--- config.mk ---
export PLATFORM = sky130hd
export DESIGN_NAME = tree_input_ctrl_buf
export DESIGN_NICKNAME = d
export VERILOG_FILES = /design/src/rtl/tree_input_ctrl_buf.sv
export SDC_FILE = /design/constraint.sdc
export NUM_CORES = 1
export LEC_CHECK = 0
export BUFFER_PORTS_ARGS = -buffer_cell sky130_fd_sc_hd__clkbuf_2
export CAP_MARGIN = 25
export CORE_ASPECT_RATIO = 1.5
export CORE_MARGIN = 1.5
export CORE_UTILIZATION = 46
export DETAILED_ROUTE_END_ITERATION = 10
export MAX_ROUTING_LAYER = met4
export PLACE_DENSITY = 0.73
export SLEW_MARGIN = 20
export SYNTH_ARGS = -nofsm -noshare
export SYNTH_HDL_FRONTEND = slang
export SYNTH_SLANG_ARGS = --single-unit
--- constraint.sdc ---
create_clock -name i_clk -period 4.3 [get_ports i_clk]
set_input_delay 0.645 -clock i_clk [delete_from_list [all_inputs] [get_ports i_clk]]
set_output_delay 0.645 -clock i_clk [all_outputs]
set_load 0.005 [all_outputs]
--- src/rtl/tree_input_ctrl_buf.sv ---
// Buffered input controller for one binary-tree NoC router port: FIFO plus
// three-way prefix route (up / lo / hi) with illegal self-addressed packets dropped and counted.
module tree_input_ctrl_buf #(
  parameter int unsigned WIDTH_packet = 14,
  parameter int unsigned WIDTH_addr   = 3,
  parameter int unsigned WIDTH_dest   = 3,
  parameter int unsigned LEVEL        = 0,
  parameter int unsigned PREFIX       = 0,
  parameter int unsigned DEPTH        = 4,
  parameter int unsigned CNT_W        = 8
) (
  input  logic                    i_clk,
  input  logic                    i_rst_n,
  input  logic                    i_in_valid,
  output logic                    o_in_ready,
  input  logic [WIDTH_packet-1:0] i_in_data,
  output logic                    o_up_valid,
  input  logic                    i_up_ready,
  output logic                    o_lo_valid,
  input  logic                    i_lo_ready,
  output logic                    o_hi_valid,
  input  logic                    i_hi_ready,
  output logic [WIDTH_packet-1:0] o_out_data,
  output logic [$clog2(DEPTH):0]  o_occupancy,
  output logic [CNT_W-1:0]        o_drop_cnt
);

  localparam int unsigned AW       = $clog2(DEPTH);
  localparam int unsigned CW       = AW + 1;
  // Top LEVEL bits of dest must equal the low LEVEL bits of PREFIX; empty mask at the root.
  localparam int unsigned MaskInt  = ((32'd1 << LEVEL) - 32'd1) << (WIDTH_dest - LEVEL);
  localparam int unsigned PrefInt  = (PREFIX << (WIDTH_dest - LEVEL)) & MaskInt;
  localparam logic [WIDTH_dest-1:0] PrefMask = WIDTH_dest'(MaskInt);
  localparam logic [WIDTH_dest-1:0] PrefVal  = WIDTH_dest'(PrefInt);
  localparam int unsigned RouteBit = WIDTH_dest - 1 - LEVEL;

  logic [WIDTH_packet-1:0] r_mem [DEPTH];
  logic [AW-1:0]           r_wr_ptr;
  logic [AW-1:0]           r_rd_ptr;
  logic [CW-1:0]           r_count;
  logic [CNT_W-1:0]        r_drop_cnt;

  logic [WIDTH_packet-1:0] w_head;
  logic [WIDTH_addr-1:0]   w_src;
  logic [WIDTH_dest-1:0]   w_dest;
  logic                    w_empty;
  logic                    w_full;
  logic                    w_illegal;
  logic                    w_mismatch;
  logic                    w_push;
  logic                    w_pop;
  logic                    w_drop;

  assign w_head     = r_mem[r_rd_ptr];
  assign w_src      = w_head[WIDTH_packet-1 -: WIDTH_addr];
  assign w_dest     = w_head[WIDTH_packet-1-WIDTH_addr -: WIDTH_dest];
  assign w_empty    = (r_count == '0);
  assign w_full     = (r_count == CW'(DEPTH));
  assign w_illegal  = (w_dest == w_src);
  assign w_mismatch = (((w_dest ^ PrefVal) & PrefMask) != '0);

  always_comb begin
    o_up_valid = 1'b0;
    o_lo_valid = 1'b0;
    o_hi_valid = 1'b0;
    if (!w_empty && !w_illegal) begin
      if (w_mismatch) begin
        o_up_valid = 1'b1;
      end else if (w_dest[RouteBit]) begin
        o_hi_valid = 1'b1;
      end else begin
        o_lo_valid = 1'b1;
      end
    end
  end

  // Illegal heads never raise a valid; they are discarded one per cycle.
  assign w_drop = !w_empty && w_illegal;
  assign w_pop  = (o_up_valid && i_up_ready) || (o_lo_valid && i_lo_ready) ||
                  (o_hi_valid && i_hi_ready) || w_drop;

  assign o_in_ready  = i_rst_n && !w_full;
  assign w_push      = i_in_valid && o_in_ready;
  assign o_out_data  = w_head;
  assign o_occupancy = r_count;
  assign o_drop_cnt  = r_drop_cnt;

  always_ff @(posedge i_clk) begin
    if (!i_rst_n) begin
      r_wr_ptr   <= '0;
      r_rd_ptr   <= '0;
      r_count    <= '0;
      r_drop_cnt <= '0;
    end else begin
      if (w_push) begin
        r_wr_ptr <= r_wr_ptr + AW'(1);
      end
      if (w_pop) begin
        r_rd_ptr <= r_rd_ptr + AW'(1);
      end
      r_count <= r_count + CW'(w_push) - CW'(w_pop);
      if (w_drop && (r_drop_cnt != '1)) begin
        r_drop_cnt <= r_drop_cnt + CNT_W'(1);
      end
    end
  end

  always_ff @(posedge i_clk) begin
    if (w_push) begin
      r_mem[r_wr_ptr] <= i_in_data;
    end
  end

endmodule
== Yosys cells after proc, flatten, opt, wreduce, memory -nomap -nowiden ==
Memory sizes are Yosys's and may differ from the RTL's. A register that Yosys moved wholly into a read port is not among the register bits.
Cells that the tools add are included.

* Register bits: 15
* Memories kept: 1
* Output and inout bits: 29
* Input port bits: 20
* Memory bits (writable): 56
* Word-level logic and storage cells: 34

* Eq/ne operators: 3
* Reduce and logical (&&, ||, !) cells: 13
* Muxes and demuxes: 8
* $add $sub $neg: 5

{| class="wikitable"
|+ Memory list
! name !! depth !! bits a word !! read ports !! clocked after Yosys merged registers in !! wr ports !! line !! source
|-
| r_mem || 4 || 14 || 1 || 1 || 1 || 37 || <nowiki>logic [WIDTH_packet-1:0] r_mem [DEPTH];</nowiki>
|}

{| class="wikitable"
|+ Operators with widths
! cell !! number
|-
| $add A8 B1 Y8 const B || 1
|-
| $ne A8 B8 Y1 const B || 1
|-
| $logic_and A1 B1 Y1 || 7
|-
| $mux W1 || 6
|-
| $add A2 B1 Y2 const B || 2
|-
| $mux W2 || 2
|-
| $add A3 B1 Y3 || 1
|-
| $eq A3 B3 Y1 || 1
|-
| $eq A3 B3 Y1 const B || 1
|-
| $logic_not A1 Y1 || 3
|-
| $logic_not A3 Y1 || 1
|-
| $sub A3 B1 Y3 || 1
|-
| $logic_or A1 B1 Y1 || 2
|}

== Depth between registers and ports, before layout ==
Gate-level depths: netlist of the first run.

* Depth after elaboration: 9
* Gate-level depth with buffers: 13

== Worst setup path before layout of the first run ==
Ideal clock, no wire load.

* Path type: register to register
* From: reg (tool-made name)
* To: reg r_count[2] (netlist: o_occupancy[2])
* Cell stages (with the launch flop): 13
* Arrival: 2,776 ps
* Setup slack: 1,396 ps
* Library setup time: 128 ps
* Path buffers: 1
* Path through: dfxtp_1 > buf_6 > mux4_2 > mux2_2 > a31oi_1 > nor2_1 > ha_1 > inv_1 > ha_1 > fa_1 > xnor2_1 > xnor2_1 > nor2_1

{| class="wikitable"
|+ RTL lines
! what !! line !! source
|-
| end signal, assigned || 101 || <nowiki>r_count <= r_count + CW'(w_push) - CW'(w_pop);</nowiki>
|-
| end, declared || 40 || <nowiki>logic [CW-1:0] r_count;</nowiki>
|}

==> results of run 1 <==
cell type report:
cell class	instances	area share, %
clock inverters	6	1.72
inverters	9	0.970
clock buffers	9	3.56
flip-flops and latches	73	58.0
multi-input cells	90	25.9
repair buffers	48	7.04
well taps	76	2.73
logic make-up after synthesis:
| logic type | Yosys count | share of synthesized area, % |
|---|---|---|
| adders and majority gates | 8 | 3.56 |
| and+or+nand+nor | 38 | 7.07 |
| muxes | 16 | 12.5 |
| buffers and inverters | 15 | 3.35 |
| DFF | 73 | 66.8 |
| other | 1 | 0.124 |
| xor gates and xnor gates | 7 | 2.77 |
| AOI/OAI and AO/OA | 20 | 3.85 |
power groups by stage:
stage          clock, uW  combinational (uW)  sequential (uW)
6_report             504                 520              866
3_3_place_gp           0                 518              881
3_5_place_dp           0                 527              883
5_1_grt              539                 578              875
2_1_floorplan          0                 406              862
4_1_cts              513                 530              868
worst register-to-register path, stage by stage, from the launching register on:
cell and delay, ns:
dfxtp_1 0.51, buf_4 0.29, mux4_2 0.58, xnor2_2 0.19
a31oi_1 0.29, nor2_1 0.08, ha_1 0.29, inv_1 0.04
ha_1 0.18, fa_1 0.38, xnor2_1 0.17, xnor2_1 0.13
nor2_1 0.05
worst max path at each step:
stage,cells after the start,end,startpoint,slack [ns]
floorplan,12,o_occupancy[2]$_SDFF_PN0_,flip-flop,1.40
global placement,12,o_occupancy[2]$_SDFF_PN0_,flip-flop,1.0
detailed placement,12,o_occupancy[2]$_SDFF_PN0_,flip-flop,0.96
CTS,12,o_occupancy[2]$_SDFF_PN0_,flip-flop,0.94
global route,12,o_occupancy[2]$_SDFF_PN0_,flip-flop,0.77
finish,12,o_occupancy[2]$_SDFF_PN0_,flip-flop,1.0
state kept, by name, indices dropped and copies added, names as in the netlist, named ones only:
name and flops:
r_mem 56, o_drop_cnt 8, o_occupancy 3, r_rd_ptr 2, r_wr_ptr 2
through the flow:
step / util [%] / instance area [um^2] / total power, uW / hold WS [ns]
6_report: 54.1 / 3480 / 1890 / 0.500
5_1_grt: 54.1 / 3480 / 1990 / 0.506
4_1_cts: 54.1 / 3480 / 1910 / 0.499
3_5_place_dp: 51.2 / 3300 / 1410 / 0.487
3_3_place_gp: 51.2 / 3300 / 1400 / 0.473
2_1_floorplan: - / 3030 / 1270 / 0.459
layout by cell type, fill, tap and decap left out, drive strengths merged, types with 2 or more instances in the layout:
master | synthesis | layout
edfxtp | 56 | 56
nand4 | 3 | 3
ha | 7 | 7
clkinv | 0 | 4
or3 | 7 | 7
nand2 | 5 | 5
buf | 4 | 2
o21ai | 6 | 6
nor3 | 2 | 2
a21oi | 8 | 8
dfxtp | 17 | 17
xnor2 | 6 | 6
nand3 | 3 | 3
mux4 | 14 | 14
nor2 | 7 | 7
inv | 9 | 9
and3 | 5 | 5
and2 | 3 | 3
clkbuf | 2 | 55
layer usage:
layer | vias to the layer above | track usage (%)
li1 | 803 | -
met1 | 820 | 16.9
met2 | 54 | 28.3
met3 | 13 | 4.83
met4 | 0 | 8.14
met5 | - | -
==> reports/metrics.yaml, run 1 <==
outcome: "finished, final reports clean"
grt_antenna_before_repair: 0
rr_worst_depth: 12
route.met3.wl_um: 218
wl_met1_mm: 2.08
grt_usage_pct: 16.3
grt_pass1_wl_mm: 8.18
holdPathEnd: "r_rd_ptr[1]$_SDFFE_PN0N_"
netSwitchingPower_uw: 549
n_antenna_cell: 0
initial_utilization_pct: 47.0
clockRootBuffer: "clkbuf_8"
fp.coreArea_um2: 6440
cts_resized: 0
timing.fmax_mhz: 303
clockBufferDepth: 2
hold_class: "flip-flop to flip-flop"
post_drt_wl_per_cell_um: 16.5
die_w_um: 69.2
required_ns: 4.51
die_area_um2: 7090
post-cts-setup-buffers: 0
crit_buf_inv: 2
synth_edf_count: 56
clk_pin_slew_worst_paths_ns: 0.07
seqPwrFrac_pct: 45.8
grt_overflow: 0
slowest_stage: "mux4_2"
syn_area_per_cell_um2: 17.0
vias: 1690
drive_gt1_share_pct: 30.2
place.gp.congestion: 0.860
period_share_pct: 76.8
crit_fanout: 9
hold_depth: 2
ioPinCount: 49
place_hpwl_mm: 3.45
max_slew_margin_pct: 47.8
cap_violations: 0
wl_mm: 5.13
p_comb_share_pct: 27.5
cp-end-kind: "flip-flop"
instances_no_fill: 311
dp_cells: 296
holdBufCountCts: 0
clock_skew_ns: 0.00899
numCtsBuffers: 9
yosys.area.top_type: "edfxtp_1"
min_period_ns: 3.30
dr_wl_met2_mm: 2.70
p_leak_uw: 0.00129
fin_setup_tns_ns: 0
pwr-share-clk_pct: 26.7
syn2layout_area_growth_pct: 15.1
grt_pass1_vias: 1706
setup_viol: 0
power_density_nw_per_um2: 542
yosysMostFrequentCell: "edfxtp_1"
row_count: 36
postSynthCellCount: 178
slowest_delay_ns: 0.57
ys_ff_latch: 73
cp_cell_sequence: "buf_4 -> mux4_2 -> xnor2_2 -> a31oi_1 -> nor2_1 -> ha_1 -> inv_1 -> ha_1 -> fa_1 -> xnor2_1 -> xnor2_1 -> nor2_1"
synthArstFlopShare_pct: 0
yosys_warnings: 0
reg2reg_setup_slack_ns: 1.0
synth_seq_area_share_pct: 66.8
maxSlewViolCount: 0
synthTopCellsByCount: "56 x edfxtp_1, 17 x dfxtp_1, 11 x mux4_1"
synth_area_leaders: "edfxtp_1 56%, dfxtp_1 11%, mux4_1 9.5%"
pre_cts_ws_ns: 0.963
dr.pass1.iters: 4
worstPathArrival_ns: 3.52
worstMarginPinSlew_ns: 0.783
switching_share_pct: 29.0
fillCellCount: 520
die_h_um: 102
top_layer: "met4"
clock-sinks: 73
grt_max_degree: 15
final-seq-area_um2: 2020
drc_errors: 0
yosysUniqueCellTypes: 39
syn_area_um2: 3030
multi_input_area_um2: 903
r2r-end: "o_occupancy[2]$_SDFF_PN0_"
cp-start-kind: "flip-flop"
layout_setup_ws_ns: 0.999
worst-setup-path-type: "flip-flop to flip-flop"
clock_latency_ns: 0.34
cp_top_family: "adder cells"
yosysTopAreaCellShare_pct: 55.6
intPower_uw: 1340
drtIter0Drc: 53
antenna_left: 0
port_buffers: 46
nets: 259
hold_viol: 0
rsz0062_at_grt: "false"
hold_start: "r_rd_ptr[1]$_SDFFE_PN0N_"
viasPerCell: 5.43
ir_drop_v: 0.000291
synth_ff_type: "edfxtp_1"
syn_nets: 206
cts_max_level: 3
tritoncts: "yes"
(Power assumes the default switching activity.)
==> run 2: changes to the inputs <==
clock period = 3.5 ns   (was 4.3 ns; I/O delays follow)
==> run 2 against run 1 <==
  * Clock power grew 55%
  * Sequential share of layout area shrank 1.3 points
  * Critical endpoint unchanged
  * First-iteration DRC count grew 72%
  * Sequential cell count is the same
  * Final cell count grew 0.96%
  * Worst setup slack lost 0.68 ns
==> reports/metrics.yaml, run 2 (same netlist as run 1, synthesis figures left out) <==
top_layer: "met4"
netSwitchingPower_uw: 694  # +27%
regMostFlops: "r_mem"
power.total_uw: 2500  # +33%
holdPathEnd: "r_mem[2][3]$_DFFE_PP_"
dr.pass1.iters: 4  # unchanged
layout_commonest_cell: "edfxtp_1"
antenna_left: 0  # unchanged
clockBufferDepth: 2  # unchanged
rr_worst_depth: 12  # unchanged
p_comb_share_pct: 26.5  # -1.0 points
maxSlewViolCount: 0  # unchanged
hold_viol: 0  # unchanged
die_area_um2: 7090  # unchanged
period_share_pct: 90.8  # +14 points
intPower_uw: 1810  # +35%
clock-sinks: 73  # unchanged
r2r-end: "o_occupancy[2]$_SDFF_PN0_"
grt_usage_pct: 16.1  # -0.17 points
drtIter0Drc: 91  # +72%
route.met3.wl_um: 193  # -11%
reg2reg_setup_slack_ns: 0.32  # -0.68 ns
min_period_ns: 3.18  # -0.122 ns
slowest_delay_ns: 0.56  # about the same
wl_mm: 5.00  # -2.6%
post_drt_wl_per_cell_um: 15.9  # -3.5%
required_ns: 3.73  # -0.78 ns
largest_reg_flops: 56  # unchanged
worstPathArrival_ns: 3.40  # -0.12 ns
cp-start-kind: "flip-flop"
drc_errors: 0  # unchanged
die_h_um: 102  # unchanged
nets: 261  # +0.77%
worstMarginPinSlew_ns: 0.765  # -0.0183 ns
port_buffers: 46  # unchanged
numCtsBuffers: 9  # unchanged
cap_violations: 0  # unchanged
ioPinCount: 49  # unchanged
slowest_stage: "mux4_2"
wl_met1_mm: 2.14  # +2.7%
grt_antenna_before_repair: 0  # unchanged
vias: 1685  # -0.30%
hold_class: "primary input to flip-flop"
hold_depth: 1  # -1
hold_slack_ns: 0.394  # -0.106 ns
hold_start: "i_in_data[3]"
timing.fmax_mhz: 315  # +3.8%
grt_overflow: 0  # unchanged
crit_fanout: 7  # -2
setup_viol: 0  # unchanged
post-cts-setup-buffers: 0  # unchanged
fp.coreArea_um2: 6440  # unchanged
ir_drop_v: 0.000420  # +44%
grt_pass1_wl_mm: 8.07  # -1.3%
fillCellCount: 497  # -4.4%
cp-end-kind: "flip-flop"
max_slew_margin_pct: 49.0  # +1.2 points
worst-setup-path-type: "flip-flop to flip-flop"
viasPerCell: 5.37  # -1.2%
clockRootBuffer: "clkbuf_8"
seqPwrFrac_pct: 42.3  # -3.5 points
initial_utilization_pct: 47.0  # unchanged
n_antenna_cell: 0  # unchanged
clock_skew_ns: 0.00723  # -0.00177 ns
dr_wl_met2_mm: 2.59  # -4.0%
cp_cell_sequence: "buf_4 -> mux4_2 -> xnor2_2 -> a31oi_2 -> nor2_1 -> ha_1 -> inv_1 -> ha_1 -> fa_1 -> xnor2_1 -> xnor2_1 -> nor2_1"
drive_gt1_share_pct: 31.5  # +1.3 points
mostFrequentLayoutCells: "56 x edfxtp_1, 46 x clkbuf_2, 17 x dfxtp_1, 11 x mux4_1"
power_density_nw_per_um2: 703  # +30%
outcome: "finished, final reports clean"
syn2layout_area_growth_pct: 17.7
die_w_um: 69.2  # unchanged
switching_share_pct: 27.7  # -1.3 points
cts_max_level: 3  # unchanged
place_hpwl_mm: 3.38  # -1.9%
grt_max_degree: 15  # unchanged
fin_setup_tns_ns: 0  # unchanged
pwr-share-clk_pct: 31.2  # +4.5 points
place.gp.congestion: 0.819  # -4.8%
grt_pass1_vias: 1678  # -1.6%
rsz0062_at_grt: "false"
clock_latency_ns: 0.34  # about the same
p_leak_uw: 0.00133  # +2.8%
clk_pin_slew_worst_paths_ns: 0.08  # about the same
tritoncts: "yes"
row_count: 36  # unchanged
fin_util_pct: 55.3  # +1.2 points
==> run 2: cell count changes in the layout (fill, tap and decap cells not counted) <==
cell | before | now
buf_4 | 2 | 4
clkinv_4 | 1 | 2
a31oi_2 | 0 | 1
bufinv_16 | 1 | 3
a31oi_1 | 1 | 0
clkinv_2 | 2 | 0
==> run 2: what timing repair did <==
item / 4_1_cts / 5_1_grt
endpoints found under the setup margin: 0 / 1
resized for setup: 0 / 1
hold buffers: 0 / 0
==> run 2: power by group through the flow <==
stage	Combinational, uW	Clock (uW)	Sequential, uW
after floorplan	499	0	1060
after global placement	653	0	1080
after detailed placement	660	0	1080
after CTS	664	798	1060
after global routing	744	831	1070
final	663	782	1060
==> run 2: critical path: cells and delay by family, from the launching register on <==
kind | cells | cell delay [ns]
muxes | 1 | 0.56
DFF | 1 | 0.50
AOI/OAI and AO/OA | 1 | 0.23
xor gates and xnor gates | 3 | 0.51
and+or+nand+nor | 2 | 0.12
buffers and inverters | 2 | 0.29
adders and majority gates | 3 | 0.85
==> run 2: area by class of cell <==
class | instances | area, um^2 | share of cell area, %
repair buffers | 50 | 260 | 7.30
well taps | 76 | 95.1 | 2.67
flip-flops and latches | 73 | 2020 | 56.7
clock buffers | 9 | 124 | 3.48
multi-input cells | 90 | 910 | 25.5
inverters | 9 | 33.8 | 0.948
clock inverters | 7 | 119 | 3.34
==> run 2: per-stage QoR <==
| step | cells | setup WS (ns) | instance area, um^2 |
|---|---|---|---|
| 2_1_floorplan | 178 | 0.596 | 3030 |
| 3_3_place_gp | 298 | 0.249 | 3310 |
| 3_5_place_dp | 298 | 0.225 | 3310 |
| 4_1_cts | 314 | 0.220 | 3560 |
| 5_1_grt | 314 | 0.0374 | 3560 |
| 6_report | 314 | 0.321 | 3560 |
==> run 2: worst max path at each step <==
stage | slack, ns | endpoint | cells after the start
floorplan | 0.60 | o_occupancy[2]$_SDFF_PN0_ | 12
global placement | 0.25 | o_occupancy[2]$_SDFF_PN0_ | 12
detailed placement | 0.22 | o_occupancy[2]$_SDFF_PN0_ | 12
CTS | 0.22 | o_occupancy[2]$_SDFF_PN0_ | 12
global route | 0.04 | o_occupancy[2]$_SDFF_PN0_ | 12
finish | 0.32 | o_occupancy[2]$_SDFF_PN0_ | 12
==> run 2: metal layers <==
layer,track usage [%],up-vias
met1,17.8,823
met5,-,-
met2,26.7,44
met4,5.88,0
met3,6.31,7
li1,-,811
